==> config.mk <==
export PLATFORM = sky130hd
export DESIGN_NAME = approx_dispatch
export DESIGN_NICKNAME = d
export VERILOG_FILES = /design/src/rtl/approx_pkg.sv /design/src/rtl/approx_fifo.sv /design/src/rtl/approx_dispatch.sv
export SDC_FILE = /design/constraint.sdc
export NUM_CORES = 1
export LEC_CHECK = 0
export BUFFER_PORTS_ARGS = -buffer_cell sky130_fd_sc_hd__buf_4
export CELL_PAD_IN_SITES_DETAIL_PLACEMENT = 1
export CELL_PAD_IN_SITES_GLOBAL_PLACEMENT = 2
export CORE_MARGIN = 5
export CORE_UTILIZATION = 38
export DETAILED_ROUTE_END_ITERATION = 6
export PLACE_DENSITY = 0.8
export SYNTH_ARGS = -nofsm -noshare
export SYNTH_HDL_FRONTEND = slang
export SYNTH_HIERARCHICAL = 1
export SYNTH_SLANG_ARGS = --single-unit
==> constraint.sdc <==
create_clock -name clk -period 2.24 [get_ports clk]
set_input_delay 0.112 -clock clk [delete_from_list [all_inputs] [get_ports clk]]
set_output_delay 0.112 -clock clk [all_outputs]
set_load 0.1 [all_outputs]
==> src/rtl/approx_pkg.sv <==
// rtl/approx_pkg.sv - shared widths, FSM states and result constants for approx_dispatch
package approx_pkg;

    localparam int X_W   = 16;
    localparam int NIT_W = 3;
    localparam int Y_W   = 17;

    localparam logic [Y_W-1:0] Y_TIMEOUT = 17'h1FFFF;

    typedef enum logic [1:0] {
        ST_IDLE,
        ST_ISSUE,
        ST_WAIT,
        ST_HOLD
    } state_t;

endpackage

==> src/rtl/approx_fifo.sv <==
// rtl/approx_fifo.sv - synchronous job FIFO (power-of-two depth) with empty flag and occupancy count
module approx_fifo import approx_pkg::*; #(
    parameter int WIDTH = X_W + NIT_W,
    parameter int DEPTH = 4
) (
    input  logic                     clk,
    input  logic                     rst,
    input  logic                     push,
    input  logic [WIDTH-1:0]         wdata,
    input  logic                     pop,
    output logic [WIDTH-1:0]         rdata,
    output logic                     empty,
    output logic [$clog2(DEPTH):0]   count
);

    localparam int AW = $clog2(DEPTH);

    logic [WIDTH-1:0] mem [DEPTH];
    logic [AW-1:0]    wr_ptr;
    logic [AW-1:0]    rd_ptr;
    logic             full;
    logic             do_push;
    logic             do_pop;

    assign full    = (count == (AW+1)'(DEPTH));
    assign empty   = (count == '0);
    assign do_push = push && !full;
    assign do_pop  = pop && !empty;
    assign rdata   = mem[rd_ptr];

    always_ff @(posedge clk) begin
        if (do_push) begin
            mem[wr_ptr] <= wdata;
        end
    end

    // Pointers wrap naturally because DEPTH is a power of two.
    always_ff @(posedge clk) begin
        if (rst) begin
            wr_ptr <= '0;
            rd_ptr <= '0;
            count  <= '0;
        end else begin
            if (do_push) begin
                wr_ptr <= wr_ptr + 1'b1;
            end
            if (do_pop) begin
                rd_ptr <= rd_ptr + 1'b1;
            end
            case ({do_push, do_pop})
                2'b10:   count <= count + 1'b1;
                2'b01:   count <= count - 1'b1;
                default: count <= count;
            endcase
        end
    end

endmodule

==> src/rtl/approx_dispatch.sv <==
// rtl/approx_dispatch.sv - job FIFO + one-in-flight dispatcher around the approximation core; watchdog via APPROX_DISPATCH_TIMEOUT_EN
module approx_dispatch import approx_pkg::*; #(
    parameter int FIFO_DEPTH     = 4,
    parameter int TIMEOUT_CYCLES = 64
) (
    input  logic             clk,
    input  logic             rst,
    input  logic             in_valid_i,
    output logic             in_ready_o,
    input  logic [X_W-1:0]   in_x_i,
    input  logic [NIT_W-1:0] in_nit_i,
    output logic             core_start_o,
    output logic [X_W-1:0]   core_x_o,
    output logic [NIT_W-1:0] core_nit_o,
    input  logic             core_busy_i,
    input  logic             core_valid_i,
    input  logic [Y_W-1:0]   core_y_i,
    output logic             out_valid_o,
    input  logic             out_ready_i,
    output logic [Y_W-1:0]   out_y_o,
    output logic [X_W-1:0]   out_x_o,
    output logic             timeout_o
);

    localparam int CW = $clog2(FIFO_DEPTH) + 1;

    if (FIFO_DEPTH < 2 || (FIFO_DEPTH & (FIFO_DEPTH - 1)) != 0 || TIMEOUT_CYCLES < 1) begin : g_bad_cfg
        $error("approx_dispatch: FIFO_DEPTH must be a power of two >= 2 and TIMEOUT_CYCLES >= 1");
    end

    state_t                 state;
    logic                   core_valid_q;
    logic                   completion;
    logic                   wait_expired;
    logic                   fifo_empty;
    logic [CW-1:0]          fifo_count;
    logic [X_W+NIT_W-1:0]   fifo_head;

    // A full FIFO refuses pushes even when ISSUE pops in the same cycle.
    assign in_ready_o = (fifo_count != CW'(FIFO_DEPTH));
    assign completion = core_valid_i && !core_valid_q;

    approx_fifo #(
        .WIDTH (X_W + NIT_W),
        .DEPTH (FIFO_DEPTH)
    ) u_fifo (
        .clk   (clk),
        .rst   (rst),
        .push  (in_valid_i && in_ready_o),
        .wdata ({in_x_i, in_nit_i}),
        .pop   (state == ST_ISSUE),
        .rdata (fifo_head),
        .empty (fifo_empty),
        .count (fifo_count)
    );

`ifdef APPROX_DISPATCH_TIMEOUT_EN
    localparam int TW = $clog2(TIMEOUT_CYCLES + 1);
    logic [TW-1:0] wait_cnt;

    assign wait_expired = (wait_cnt == TW'(TIMEOUT_CYCLES - 1));

    always_ff @(posedge clk) begin
        if (rst || state != ST_WAIT) begin
            wait_cnt <= '0;
        end else begin
            wait_cnt <= wait_cnt + 1'b1;
        end
    end
`else
    assign wait_expired = 1'b0;
`endif

    always_ff @(posedge clk) begin
        if (rst) begin
            state        <= ST_IDLE;
            core_valid_q <= 1'b0;
            core_start_o <= 1'b0;
            core_x_o     <= '0;
            core_nit_o   <= '0;
            out_valid_o  <= 1'b0;
            out_y_o      <= '0;
            out_x_o      <= '0;
            timeout_o    <= 1'b0;
        end else begin
            core_valid_q <= core_valid_i;
            core_start_o <= 1'b0;
            case (state)
                ST_IDLE: begin
                    if (!fifo_empty && !core_busy_i) begin
                        state                  <= ST_ISSUE;
                        core_start_o           <= 1'b1;
                        {core_x_o, core_nit_o} <= fifo_head;
                    end
                end
                ST_ISSUE: begin
                    state <= ST_WAIT;
                end
                ST_WAIT: begin
                    // A level still high from the previous job is not a completion.
                    if (completion) begin
                        state       <= ST_HOLD;
                        out_valid_o <= 1'b1;
                        out_y_o     <= core_y_i;
                        out_x_o     <= core_x_o;
                        timeout_o   <= 1'b0;
                    end else if (wait_expired) begin
                        state       <= ST_HOLD;
                        out_valid_o <= 1'b1;
                        out_y_o     <= Y_TIMEOUT;
                        out_x_o     <= core_x_o;
                        timeout_o   <= 1'b1;
                    end
                end
                ST_HOLD: begin
                    if (out_ready_i) begin
                        state       <= ST_IDLE;
                        out_valid_o <= 1'b0;
                    end
                end
                default: state <= ST_IDLE;
            endcase
        end
    end

endmodule

Yosys cells after proc, flatten, opt, wreduce, memory -nomap -nowiden
Memories as Yosys holds them, arrays and structs flattened. A register that Yosys moved wholly into a read port is not among the register bits.
Index checks and enable logic that the tools add are counted.
{"block": "totals", "inputBits": 42, "word_cells": 54, "register_bits": 45, "mem_bits_ro": 0, "n_memories": 1, "mem_bits_rw": 76, "out_inout_bits": 56, "latchBits": 0}
{"block": "op_classes", "add_sub_neg": 4, "n_reduce_logical": 18, "n_lt_le_gt_ge": 0, "n_eq_ne": 10, "n_bitwise": 1, "n_div": 0, "n_mux": 11, "shift": 0, "multipliers": 0}
{"name": "u_fifo.mem", "depth": 4, "width": 19, "read_ports": 1, "rd_ports_with_merged_regs": 1, "wr": 1, "line": "approx_fifo.sv:18", "source": "logic [WIDTH-1:0] mem [DEPTH];"}
{"operator": "2-bit case mux with 4 select lines", "count": 1}
{"operator": "2-bit equality test (second input constant)", "count": 3}
{"operator": "2-bit 2-to-1 mux", "count": 3}
{"operator": "2-bit != test (second input constant)", "count": 3}
{"operator": "3-bit case mux with 2 select lines", "count": 1}
{"operator": "3-bit AND reduction", "count": 2}
{"operator": "1-bit logical AND", "count": 5}
{"operator": "1-bit 2-to-1 mux", "count": 5}
{"operator": "2-bit by 1-bit adder with 2-bit output (second input constant)", "count": 2}
{"operator": "2-bit by 1-bit equality test with 1-bit output (second input constant)", "count": 2}
{"operator": "1-bit logical NOT", "count": 4}
{"operator": "2-bit AND reduction", "count": 2}
{"operator": "2-bit nonzero test", "count": 2}
{"operator": "3-bit by 1-bit adder with 3-bit output (second input constant)", "count": 1}
{"operator": "3-bit equality test (second input constant)", "count": 1}
{"operator": "3-bit logical NOT", "count": 1}
{"operator": "3-bit != test (second input constant)", "count": 1}
{"operator": "3-bit by 1-bit subtractor with 3-bit output (second input constant)", "count": 1}
{"operator": "2-bit logical NOT", "count": 1}
{"operator": "1-bit case mux with 2 select lines", "count": 1}
{"operator": "2-bit OR reduction", "count": 1}
{"operator": "1-bit NOT", "count": 1}

Longest topological paths before layout
{"block": "logic_depth", "word_depth": 5, "ltp_mapped": 12, "mapped_depth_nobuf": 12}

Modules after synthesis
Netlist, hierarchy kept.
{"mod": "approx_fifo", "cells_per_inst": 152, "area_per_inst_um2": 3268.1, "instances": 1, "seq_area_each_um2": 2462.4}
{"mod": "approx_dispatch", "cells_per_inst": 242, "area_per_inst_um2": 2170.8, "instances": 1, "seq_area_each_um2": 1141.1}

Least setup slack after synthesis
Ideal clock, no wire load.
{"block": "synth_path", "path_kind": "register -> register", "from": "register u_fifo.count[2]", "to": "register u_fifo.count[2]", "path_stages_with_launch": 12, "required_time_ns": 2.170, "arrival_ns": 2.752, "path_buffers": 0, "setup_ns": 0.070, "path_slack_ns": -0.582, "period_less_slack_ns": 2.822, "cell_sequence": "dfxtp_1 nand2_1 and2_1 inv_1 a31oi_4 inv_1 ha_1 inv_1 fa_1 xor2_1 or3_1 a21oi_1"}
{"block": "synth_between", "elab_chain_len": 5, "word_cells_on_any_way": 14, "cone_classes": "add/sub (2); eq/ne (4); mux (1); reduce/logical (7)"}
{"item": "start: declaration", "line": "approx_fifo.sv:13", "source": "output logic [$clog2(DEPTH):0] count"}
{"item": "start signal: assignment", "line": "approx_fifo.sv:51", "source": "2'b10: count <= count + 1'b1;"}
{"item": "start signal: assignment", "line": "approx_fifo.sv:52", "source": "2'b01: count <= count - 1'b1;"}
{"item": "start signal: assignment", "line": "approx_fifo.sv:53", "source": "default: count <= count;"}
{"item": "3-bit != test *", "line": "approx_dispatch.sv:40", "source": "assign in_ready_o = (fifo_count != CW'(FIFO_DEPTH));"}
{"item": "via in_ready_o", "line": "approx_dispatch.sv:9", "source": "output logic in_ready_o,"}
{"item": "1-bit logical AND *", "line": "approx_dispatch.sv:49", "source": ".push (in_valid_i && in_ready_o),"}
{"item": "1-bit logical AND *", "line": "approx_fifo.sv:27", "source": "assign do_push = push && !full;"}
{"item": "2-bit by 1-bit equality test with 1-bit output or 2-bit equality test (tied branches)", "line": "approx_fifo.sv:50", "source": "case ({do_push, do_pop})"}
{"item": "3-bit case mux with 2 select lines or 2-bit nonzero test (tied branches)"}
The timed path passes the listed nets; every way through them passes the cells marked *.
A chain may end at the register's enable or synchronous reset.

Worst setup path after layout
{"block": "layout_path", "from": "register u_fifo.count[0]", "to": "register u_fifo.count[2]"}
{"block": "layout_between", "elab_chain_len": 5, "word_cells_on_any_way": 14, "cone_classes": "add/sub (2); eq/ne (4); mux (1); reduce/logical (7)"}
{"item": "3-bit != test, or another cell as far along", "line": "approx_dispatch.sv:40"}
{"item": "1-bit logical AND, or another cell as far along", "line": "approx_dispatch.sv:49"}
{"item": "1-bit logical AND (on tied branches)", "line": "approx_fifo.sv:27, approx_fifo.sv:28"}
{"item": "2-bit by 1-bit equality test with 1-bit output or 2-bit equality test (tied branches)", "line": "approx_fifo.sv:50"}
{"item": "3-bit case mux with 2 select lines or 2-bit nonzero test (tied branches)"}
Several ways; a longest one is shown, not always the timed one.

==> results.md <==
* CTS buffer count at 17
* CP max-delay cell: or3_1
* Outcome: complete, no violations
* Sequential-to-total area share from yosys stat at about 66%
* Final Max Slew Viols at 0
* Net Count, Synth at approximately 450
* Worst hold path type: in2reg
* Worst-path clk slew at ~0.06 ns
* Min-delay src: rst
* Number of flops mapped to enable cells by yosys at 76
* Cell count after synthesis at 394
* CTS tree: done
* Worst Path Max Fanout at 7
* Routing usage on met2 at between 20 and 30%
* H-tree depth at 4
* PwrDens at approximately 1200 nW/um^2
* DR vias/cell at roughly 4.8
* Vias in the first global route at roughly 3,900
* Row count at 43
* Busiest layer in global routing: met2
* Worst EP arrival at around 2.6 ns
* Area Overhead vs Synth at 34.7%
* Grt met1 use at about a fifth
* CP peak stage delay at between 0.3 and 0.4 ns
* Die Area at around 17,000 sq um
* Minimum clock period at ~2.2 ns
* Clk Tree Root Cell: clkbuf_16
* DRT Pass-1 Iters at 4
* First-pass GRT wire length at between 20,000 and 25,000 microns
* Syn_area_per_cell at between 10 and 15 sq um
* Setup CP Type: reg2reg
* Flop and latch count out of synthesis at approximately 140
* Clk_lat worst skew at 0.42 ns
* Distinct cells, synth at 35
* M3 GR Usage at roughly 4.4%
* Initial antenna violation count at 0
* Worst flop-to-flop path startpoint: u_fifo/count[0]$_SDFFE_PP0P_
* Final core occ at between 50 and 60%
* Rel. slew slack at 63.2%
* CTS Buffer Depth at 2
* Asr flop ratio synth at 0%
* DRT Wirelength at around 13,000 microns
* IO Pins at 98
* FMAX at ~0.45 GHz
* Core Area at 13,900 sq um
* CP most frequent cell: inv_1
* Effective utilization at floorplan at 39.0%
* Tcrit/Tclk final at between 90% and 100%
* Hpwl dp at 8370 microns
* Fin Hold WS at 0.166 ns
* Placer Congestion at ~0.66
* Post-synth top flop: edfxtp_1
* Worst-path cell chain: nor2_4, nand2_8, and2_4, inv_2, a31oi_4, inv_1, ha_2, inv_1, fa_2, xor2_1, or3_1, a21oi_2
* Total Negative Setup Slacks at 0 ns
* Unrepaired setup endpoints after global routing: true
* Layout cells sized above 1 at between 20 and 30%
* Peak VDD IR at a little under 0.6 mV
* Post-Layout Cell Count at between 700 and 800
* Power, Total at about 8600 uW
* Clk_skew at around 0.011 ns
* Startpoint Class: register
* Clock Sinks at roughly 140
* Tightest Pin Transition at approximately 0.55 ns
* CP startpoint: u_fifo/count[0]$_SDFFE_PP0P_
* DR vias at 3,507
* Drt wl/cell at ~18 microns
* GRT Overall Usage at between 15 and 20%
* Die Y at roughly 130 microns
* Synth Cell Area at between 5000 and 6000 sq um
* Final Hold Viols at 0
* Gr ovfl total at 0
* Crit path required time at about 2.6 ns
* Largest net degree at the start of global routing at a little under 50
* Setup crit end kind: register
* Post-route DRC at 0
* Violation count after the first detailed-route iteration at between 150 and 200
* # setup viols final at 0
* Placed cells at 660
* LEAKAGE at between 0.002 and 0.003 uW
* Buffers on Ports at between 90 and 100
* NumNets Final at 591
* MaxCap Viol Count at 0
* Die X at ~130 microns
* Antenna cell count at 0
* Yosys warns at 6
* Final ANT Viol Nets at 0
## worst max-delay path: cells and delay by family, from the launching register on
family / cells / cell delay (ns)
AND/OR/NAND/NOR: 4 / 0.73
adder cells (fa/ha/maj): 2 / 0.51
flip-flops: 1 / 0.37
buffers and inverters: 3 / 0.20
AO/OA/AOI/OAI: 2 / 0.18
XOR/XNOR: 1 / 0.16
## cell families (layout without fill, tap and decap cells)
kind of cell	count (synthesis)	count (layout)	share of synthesized area [%]
multiplexers	43	43	13.0
buffers and inverters	31	187	3.40
XOR/XNOR	3	3	0.483
AND/OR/NAND/NOR	118	118	9.27
other	1	1	0.0689
adder cells (fa/ha/maj)	12	12	2.90
AO/OA/AOI/OAI	44	44	4.67
flip-flops	142	142	66.3
## report_power, final
group	internal (uW)	leakage [uW]	switching (uW)
Combinational	851	0.00124	1710
Clock	1550	0.000265	1120
Sequential	3100	0.00123	240
Total	5500	0.00274	3070
## placed cells by master, fill, tap and decap left out, types with 9 or more instances in the layout
| master | synthesis | routed |
|---|---|---|
| dfxtp_1 | 66 | 63 |
| dlygate4sd3_1 | 0 | 37 |
| edfxtp_1 | 76 | 76 |
| nor2_1 | 29 | 28 |
| clkbuf_16 | 0 | 17 |
| mux4_1 | 9 | 9 |
| mux4_2 | 10 | 10 |
| buf_4 | 4 | 107 |
| mux2i_1 | 22 | 22 |
| inv_1 | 10 | 9 |
| ha_1 | 11 | 10 |
| nand2_1 | 68 | 67 |
| a21oi_1 | 36 | 35 |
## what timing repair did
item / in CTS / in global routing
setup buffers: 1 / 0
endpoints found under the setup margin: 1 / 1
pin swaps: 2 / 3
hold buffers: 37 / 0
gates resized for setup: 2 / 3
endpoints found under the hold margin: 94 / 0
## final timing paths
| path | end | depth (start not counted) | slack [ns] |
|---|---|---|---|
| setup / recovery | u_fifo/count[2]$_SDFFE_PP0P_ | 12 | 0.01 |
| hold / removal | u_fifo/count[0]$_SDFFE_PP0P_ | 2 | 0.17 |
| setup reg to reg | u_fifo/count[2]$_SDFFE_PP0P_ | 12 | 0.01 |
| hold reg to reg | out_x_o[7]$_SDFFE_PP0P_ | 2 | 0.46 |
## flip-flops by register name, summed over array words and instances (netlist names), named ones only
register	flops
u_fifo/count	3
core_nit_o	3
core_start_o	1
u_fifo/wr_ptr	2
out_x_o	16
core_valid_q	1
state	2
u_fifo/rd_ptr	2
out_y_o	17
core_x_o	16
out_valid_o	1
u_fifo/mem	76
## cell type report
| type | instances | area [sq um] |
|---|---|---|
| sequential | 142 | 3610 |
| fill | 1400 | 6610 |
| tap | 180 | 225 |
| inverter | 10 | 37.5 |
| multi-input combinational | 221 | 1690 |
| clock inverter | 14 | 138 |
| clock buffer | 18 | 429 |
| timing repair buffer | 145 | 1190 |
## synth_stat cells (6+ instances only)
| library cell | n | share of area [%] |
|---|---|---|
| dfxtp_1 | 66 | 24 |
| mux2i_1 | 22 | 4.0 |
| buf_2 | 6 | 0.55 |
| nand2b_1 | 6 | 0.69 |
| mux4_1 | 9 | 4.3 |
| nor2_1 | 29 | 2.0 |
| ha_1 | 11 | 2.5 |
| mux4_2 | 10 | 4.1 |
| inv_1 | 10 | 0.69 |
| nand2_1 | 68 | 4.7 |
| edfxtp_1 | 76 | 42 |
| a21oi_1 | 36 | 3.3 |
## stage by stage
| stage | instance area (sq um) | setup slack, ns |
|---|---|---|
| 2_1_floorplan | 5470 | 0.0273 |
| 3_3_place_gp | 6370 | 0.132 |
| 4_1_cts | 7320 | 0.0253 |
| 6_report | 7330 | 0.0126 |
| 3_5_place_dp | 6370 | 0.00932 |
| 5_1_grt | 7330 | -0.0614 |
## layer usage
metal | up-vias | routed length (microns)
met1 | 1702 | 5500
met3 | 13 | 722
met4 | 0 | 187
met2 | 101 | 6580
li1 | 1691 | -
met5 | - | 0
Power figures use the tool's default switching activity.
